$ cat src/rtl/demux_router_pkg.sv
// Shared constants and types for the 1x8 stream router.
// The channel select type and the one-hot decode live here so the top and the bench agree on them.
package demux_router_pkg;

  localparam int NUM_CH = 8;
  localparam int SEL_W  = 3;

  typedef logic [SEL_W-1:0] ch_sel_t;

  function automatic logic [NUM_CH-1:0] sel_onehot(input ch_sel_t sel);
    sel_onehot      = '0;
    sel_onehot[sel] = 1'b1;
  endfunction

endpackage

$ cat src/rtl/demux_out_slot.sv
// One-entry output register slice for a single router channel.
// A load always wins over a drain, which gives full throughput when both happen together.
module demux_out_slot #(
  parameter int DW = 8
) (
  input  logic          clk,
  input  logic          rst,
  input  logic          load,
  input  logic [DW-1:0] load_data,
  input  logic          ready,
  output logic          valid,
  output logic [DW-1:0] data
);

  always_ff @(posedge clk or posedge rst) begin
    if (rst) begin
      valid <= 1'b0;
      // NOTE: the data register is reset too, so m_data reads as zero after reset
      // instead of as X; it is a single word per channel, not a RAM array.
      data  <= '0;
    end else begin
      // NOTE: sequential state uses non-blocking assignments so every register
      // samples its inputs from before the edge, independent of statement order.
      if (load) begin
        valid <= 1'b1;
        data  <= load_data;
      end else if (valid && ready) begin
        valid <= 1'b0;
      end
    end
  end

endmodule

$ cat src/rtl/demux_stream_router_1x8.sv
// Registered, flow-controlled 1-to-8 stream router with channel masking and drop accounting.
// Each channel owns a one-entry slot, so one stalled consumer never blocks the others.
module demux_stream_router_1x8
  import demux_router_pkg::*;
#(
  parameter int DW     = 8,
  parameter int DROP_W = 8
) (
  input  logic                 clk,
  input  logic                 rst,
  input  logic                 s_valid,
  output logic                 s_ready,
  input  logic [DW-1:0]        s_data,
  input  ch_sel_t              s_sel,
  input  logic [NUM_CH-1:0]    ch_en,
  output logic [NUM_CH-1:0]    m_valid,
  input  logic [NUM_CH-1:0]    m_ready,
  output logic [NUM_CH*DW-1:0] m_data,
  output logic [DROP_W-1:0]    drop_cnt
);

  logic [NUM_CH-1:0] load;
  logic              sel_en;
  logic              accept;
  logic              drop;

  // s_ready depends only on the selected slot and its consumer, never on s_valid.
  always_comb begin
    // NOTE: every signal written here gets a default first, so no path through
    // the block leaves one unassigned and no latch is inferred.
    sel_en  = ch_en[s_sel];
    s_ready = 1'b1;
    load    = '0;
    if (sel_en) begin
      s_ready = ~m_valid[s_sel] | m_ready[s_sel];
    end
    accept = s_valid & s_ready;
    drop   = accept & ~sel_en;
    if (accept && sel_en) begin
      load = sel_onehot(s_sel);
    end
  end

  // Saturating count of words accepted for disabled channels.
  always_ff @(posedge clk or posedge rst) begin
    if (rst) begin
      drop_cnt <= '0;
    end else if (drop && (drop_cnt != {DROP_W{1'b1}})) begin
      drop_cnt <= drop_cnt + DROP_W'(1);
    end
  end

  for (genvar k = 0; k < NUM_CH; k++) begin : g_slot
    demux_out_slot #(
      .DW(DW)
    ) u_slot (
      .clk      (clk),
      .rst      (rst),
      .load     (load[k]),
      .load_data(s_data),
      .ready    (m_ready[k]),
      .valid    (m_valid[k]),
      .data     (m_data[k*DW +: DW])
    );
  end

endmodule

$ cat config.mk
export PLATFORM = sky130hd
export DESIGN_NAME = demux_stream_router_1x8
export DESIGN_NICKNAME = d
export VERILOG_FILES = /design/src/rtl/demux_router_pkg.sv /design/src/rtl/demux_out_slot.sv /design/src/rtl/demux_stream_router_1x8.sv
export SDC_FILE = /design/constraint.sdc
export NUM_CORES = 1
export LEC_CHECK = 0
export BUFFER_PORTS_ARGS = -buffer_cell sky130_fd_sc_hd__buf_2
export CORE_MARGIN = 8
export CORE_UTILIZATION = 40
export DETAILED_ROUTE_END_ITERATION = 10
export GPL_ROUTABILITY_DRIVEN = 1
export GPL_TIMING_DRIVEN = 1
export PLACE_DENSITY = 0.68
export SYNTH_ARGS = -nofsm -noshare
export SYNTH_HDL_FRONTEND = slang
export SYNTH_SLANG_ARGS = --single-unit
$ cat constraint.sdc
create_clock -name clk -period 2.3 [get_ports clk]
set_input_delay 0.46 -clock clk [delete_from_list [all_inputs] [get_ports clk]]
set_output_delay 0.46 -clock clk [all_outputs]
set_load 0.005 [all_outputs]
### Word-level counts from Yosys, hierarchy flattened

Cells that the tools add are included.

| cells by class | value |
|---|---|
| $add $sub $neg | 1 |
| $mul | 0 |
| div/mod/pow operators | 0 |
| magnitude comparators | 2 |
| eq/ne operators | 1 |
| shift-type cells | 0 |
| muxes and demuxes | 26 |
| bitwise gates (word level) | 5 |
| reduce and logical (&&, ||, !) cells | 19 |

Operator list:

| cell | count |
|---|---|
| 1-bit 2-to-1 mux | 21 |
| 2-bit nonzero test | 8 |
| 1-bit logical AND | 11 |
| 1-bit binary-select mux with 3-bit select | 3 |
| 8-bit by 1-bit adder with 8-bit output (second input constant) | 1 |
| 8-bit 2-to-1 mux | 1 |
| 8-bit inequality test (second input constant) | 1 |
| 3-bit by 4-bit < comparator with 1-bit output (second input constant) | 1 |
| 1-bit demux with 3-bit select | 1 |
| 3-bit by 1-bit greater-or-equal comparator with 1-bit output (second input constant) | 1 |
| 1-bit bitwise AND | 2 |
| 1-bit NOT | 2 |
| 1-bit OR | 1 |

| storage, ports and cells | value |
|---|---|
| bits in registers | 80 |
| bits in latches | 0 |
| bits in writable memories | 0 |
| ROM bits | 0 |
| input port bits | 30 |
| output and inout port bits | 81 |
| memories | 0 |

### Logic depth before layout (Yosys ltp)

| logic depth | value |
|---|---|
| word-level depth | 9 |
| mapped depth | 6 |
| mapped depth without buffers | 5 |

### By module

Synthesis repeated with hierarchy kept, for this count alone.

| unflattened totals | value |
|---|---|
| cell total of the unflattened synthesis | 241 |
| area, all modules | 3663.5 µm² |

Modules (own cells, without submodules):

| module | times used | cells an instance | area each (µm²) | seq. area each (µm²) |
|---|---|---|---|---|
| demux_out_slot | 8 | 21 | 372.9 | 225.2 |
| demux_stream_router_1x8 | 1 | 73 | 680.7 | 200.2 |

### Least setup slack after synthesis

Ideal clock, no wire load.

| timing | value |
|---|---|
| path kind | input-to-reg |
| from | input s_sel[2] |
| to | register g_slot[0].u_slot.data[0] |
| setup time | 0.128 ns |
| arrival | 2.154 ns |
| required time | 2.172 ns |
| path slack | 0.018 ns |
| stages | 6 |
| buffers on the path | 2 |
| path through | buf_6 > mux4_2 > mux2i_4 > o2111a_1 > buf_4 > mux2_1 |

| between the ends | value |
|---|---|
| cells in the longest elaborated chain, start to end | 8 |

Ends and longest elaborated chain:

| what | RTL line | text |
|---|---|---|
| from (decl) | demux_stream_router_1x8.sv:14 | `input ch_sel_t s_sel,` |
| 1-bit binary-select mux with 3-bit select | demux_stream_router_1x8.sv:35 | `s_ready = ~m_valid[s_sel] \| m_ready[s_sel];` |
| 1-bit 2-to-1 mux (not written as such) | demux_stream_router_1x8.sv:35 |  |
| 1-bit NOT | demux_stream_router_1x8.sv:35 |  |
| 1-bit OR | demux_stream_router_1x8.sv:35 |  |
| 1-bit 2-to-1 mux | demux_stream_router_1x8.sv:34 | `if (sel_en) begin` |
| 1-bit bitwise AND | demux_stream_router_1x8.sv:37 | `accept = s_valid & s_ready;` |
| 1-bit logical AND | demux_stream_router_1x8.sv:39 | `if (accept && sel_en) begin` |
| 8-bit 2-to-1 mux (*) | demux_stream_router_1x8.sv:39 |  |
| to (signal assigned) | demux_out_slot.sv:26 | `data <= load_data;` |
| to (decl) | demux_out_slot.sv:12 | `output logic [DW-1:0] data` |

Every way passes the cells marked *; elsewhere a longest branch is shown, timed or not. The select of a mux whose other input is x is not followed.
A chain may end at the register's enable or synchronous reset.

### Worst setup path in the final report

| timing | value |
|---|---|
| from | input s_sel[1] |
| to | output s_ready |

| between the ends | value |
|---|---|
| cells in the longest elaborated chain, start to end | 5 |

Ends and longest elaborated chain:

| what | RTL line | text |
|---|---|---|
| 1-bit binary-select mux with 3-bit select | demux_stream_router_1x8.sv:35 |  |
| 1-bit 2-to-1 mux (not written as such) | demux_stream_router_1x8.sv:35 |  |
| 1-bit NOT | demux_stream_router_1x8.sv:35 |  |
| 1-bit OR | demux_stream_router_1x8.sv:35 |  |
| 1-bit 2-to-1 mux (*) | demux_stream_router_1x8.sv:34 |  |
| to (decl) | demux_stream_router_1x8.sv:12 | `output logic s_ready,` |

Marks and branches as above.

==> impl_metrics.sql <==
INSERT INTO impl_metrics (metric_group, metric, value, unit) VALUES
('outcome', 'run_status', 'finished, final reports clean', ''),
('place', 'post_dp_cell_area', '4350', 'sq um'),
('worst_setup_path', 'worstSetupStartpointType', 'input port', ''),
('layout', 'n_antenna_cell', '0', ''),
('layout', 'postLayoutCellArea', '4590', 'sq um'),
('worst_setup_path', 'worstRegToRegCells', '6', ''),
('timing', 'finalWorstSetupSlack', '0.0909', 'ns'),
('clock_tree', 'numCtsBuffers', '9', ''),
('synth', 'synth.top_cells.by_count', 'dfrtp_1 (80), mux2_1 (32), mux2_2 (25), buf_4 (14)', ''),
('synth', 'ys_seq_area_share', '56.4', '%'),
('synth', 'synth_xor_area_share', '1.73', '%'),
('worst_setup_path', 'rr_startpoint', 'g_slot[1].u_slot.valid', ''),
('layout', 'nets', '392', ''),
('clock_tree', 'h-tree-depth', '3', ''),
('worst_setup_path', 'cp_data_arrival_time', '1.75', 'ns'),
('synth', 'ys_types', '29', ''),
('drt', 'routed_wirelength', '8970', 'um'),
('global_route', 'grt_remaining_overflow', '0', ''),
('timing', 'rsz0062_at_grt', 'no', ''),
('global_route', 'grt_antenna_before_repair', '0', ''),
('worst_setup_path', 'cp_max_fo', '6', ''),
('place', 'dp_worst_setup_slack', '-0.0675', 'ns'),
('synth', 'yosys.area.top_type', 'dfrtp_1', ''),
('synth', 'synth_edf_count', '0', ''),
('pwr', 'power_leakage', '2.31', 'nW'),
('pwr', 'vdd_drop_max', '0.473', 'mV'),
('place', 'last_weighted_congestion_value_of_the_routability_driven_placer', '0.750', ''),
('place', 'place.detailed.hpwl', '6890', 'um'),
('min_path', 'hold_class', 'input port to async pin', ''),
('synth', 'syn-instance-count', '227', ''),
('synth', 'yosys-mux-area-fraction', '26.4', '%'),
('timing', 'tightestPinTransition', '0.786', 'ns'),
('floorplan', 'fp.dieW', '110', 'um'),
('synth', 'synth_top_area_share', '56.4', '%'),
('synth', 'yosys_most_used_dff', 'dfrtp_1', ''),
('worst_setup_path', 'timing.critical_path.required', '1.84', 'ns'),
('worst_setup_path', 'critPathCaptureType', 'primary output', ''),
('synth', 'synth_top_family_by_area', 'multiplexers', ''),
('timing', 'fin_worst_skew', '0.00546', 'ns'),
('clock_tree', 'clock_latency', '0.34', 'ns'),
('synth', 'ys_warn_count', '0', ''),
('drt', 'detailedRoute.firstIterationViolations', '44', ''),
('layout', 'syn_to_final_growth', '29.2', '%'),
('synth', 'compound_gate_portion_of_the_synthesized_area', '5.78', '%'),
('synth', 'postSynthAreaPerCell', '15.6', 'sq um'),
('timing', 'drv_slew', '0', ''),
('clock_tree', 'largest_buffer_count_on_any_clock_path', '2', ''),
('synth', 'post_synth_main_area_contributors', 'dfrtp_1 (56%), mux2_1 (10%), mux2_2 (7.9%)', ''),
('place', 'port_buffers', '110', ''),
('worst_setup_path', 'ff2ff_setup_slack', '0.20', 'ns'),
('clock_tree', 'tritoncts', 'yes', ''),
('drt', 'antenna_violating_nets_post_route', '0', ''),
('floorplan', 'io-pin-count', '111', ''),
('floorplan', 'floorplan.core_area', '8680', 'sq um'),
('global_route', 'grt_first_pass_wirelength', '14100', 'um'),
('global_route', 'globalRouteTotalUtil', '15.3', '%'),
('timing', 'hold_viol', '0', ''),
('drt', 'drt-wirelength-per-cell', '18.9', 'um'),
('clock_tree', 'clk_pin_slew_worst_paths', '0.08', 'ns'),
('synth', 'async_set_or_reset_flop_fraction_in_the_synthesized_netlist', '100', '%'),
('synth', 'simple_gate_area_share_of_the_yosys_netlist', '4.37', '%'),
('timing', 'max-slew-margin-rel', '47.5', '%'),
('global_route', 'grt_max_degree', '40', ''),
('worst_setup_path', 'r2r-end', 'g_slot[2].u_slot.data[6]', ''),
('synth', 'yosys_register_bits', '80', ''),
('synth', 'yosysMostFrequentCell', 'dfrtp_1', ''),
('clock_tree', 'clock-root-buffer', 'clkbuf_8', ''),
('floorplan', 'floorplan.rows', '34', ''),
('job', 'maxCapViolCount', '0', ''),
('layout', 'final_layout_size_suffix_gt1_share', '57.1', '%'),
('layout', 'fraction_of_the_core_area_covered_by_cells_at_the_end_of_the_flow', '52.9', '%');
[state kept, by name, indices dropped and copies added (netlist names)]
name,cells
g_slot.u_slot.valid,8
g_slot.u_slot.data,64
drop_cnt,8
[cell families (layout without fill, tap and decap cells)]
| logic type | Yosys count | count (layout) |
|---|---|---|
| AND/OR/NAND/NOR | 22 | 22 |
| AO/OA/AOI/OAI | 17 | 17 |
| buffers and inverters | 27 | 166 |
| adder cells (fa/ha/maj) | 1 | 1 |
| flip-flops | 80 | 80 |
| multiplexers | 73 | 73 |
| XOR/XNOR | 7 | 7 |
[repair_timing]
item                                    4_1_cts  5_1_grt
hold buffers                                  0        0
endpoints found under the setup margin        1        1
endpoints found under the hold margin         0        0
resized for setup                             1        5
setup buffers                                 2        1
[metal layers]
| metal | GRT usage, % | routed length, um |
|---|---|---|
| met5 | 0 | 0 |
| met4 | 4.57 | 93 |
| met3 | 5.70 | 714 |
| met2 | 23.5 | 4260 |
| met1 | 19.7 | 3910 |
[critical path: stages]
cell	delay, ns
clkbuf_4	0.16
mux4_1	0.54
and2_2	0.25
nor3_2	0.15
nand2_1	0.06
buf_2	0.13
[report_power, final]
group,internal [W],total [W],switching (W)
sequential,0.00181,0.00207,0.000255
combinational,0.000641,0.00112,0.000475
clock,0.000505,0.00102,0.000518
[metrics by stage]
stage	hold WS (ns)	setup TNS (ns)	power, W	cells
CTS	0.253	0	0.00427	473
detailed placement	0.473	-2.69	0.00322	455
finish	0.249	0	0.00421	474
floorplan	0.467	0	0.00259	227
global placement	0.465	-1.99	0.00318	455
global route	0.292	0	0.00447	474
[worst max path at each step]
stage,from,endpoint,cells past startpoint
floorplan,s_sel[2],g_slot[0].u_slot.data[0],6
global placement,s_sel[1],g_slot[7].u_slot.data[7],6
detailed placement,s_sel[1],g_slot[3].u_slot.data[2],6
CTS,s_sel[1],s_ready,6
global route,s_sel[1],s_ready,6
finish,s_sel[1],s_ready,6
[final cells by class]
class / instances / area, sq um
timing repair buffer: 140 / 832
fill: 754 / 4090
inverter: 10 / 41.3
multi-input combinational: 120 / 1380
sequential: 80 / 2000
clock buffer: 10 / 128
clock inverter: 6 / 68.8
tap: 108 / 135
[placed cells by master, fill, tap and decap left out, types with 2 or more instances in the layout]
cell        synthesis  routed
mux2_2             25      25
mux2_1             32      32
nor4_2              2       2
nand3_1             4       4
clkbuf_8            0       9
mux4_2              5       5
nor3b_1             2       2
clkinvlp_4          0       5
o2111a_1            4       4
inv_1               9       8
o21ai_0             4       4
o2111ai_4           4       4
dfrtp_1            80      80
nor2_1              2       2
nand2_1             3       3
xor2_1              7       7
buf_12              0       4
nor4b_2             2       2
buf_2               0     109
a21o_1              4       4
mux2_4              9       9
buf_4              14      25
(Power assumes the default switching activity.)
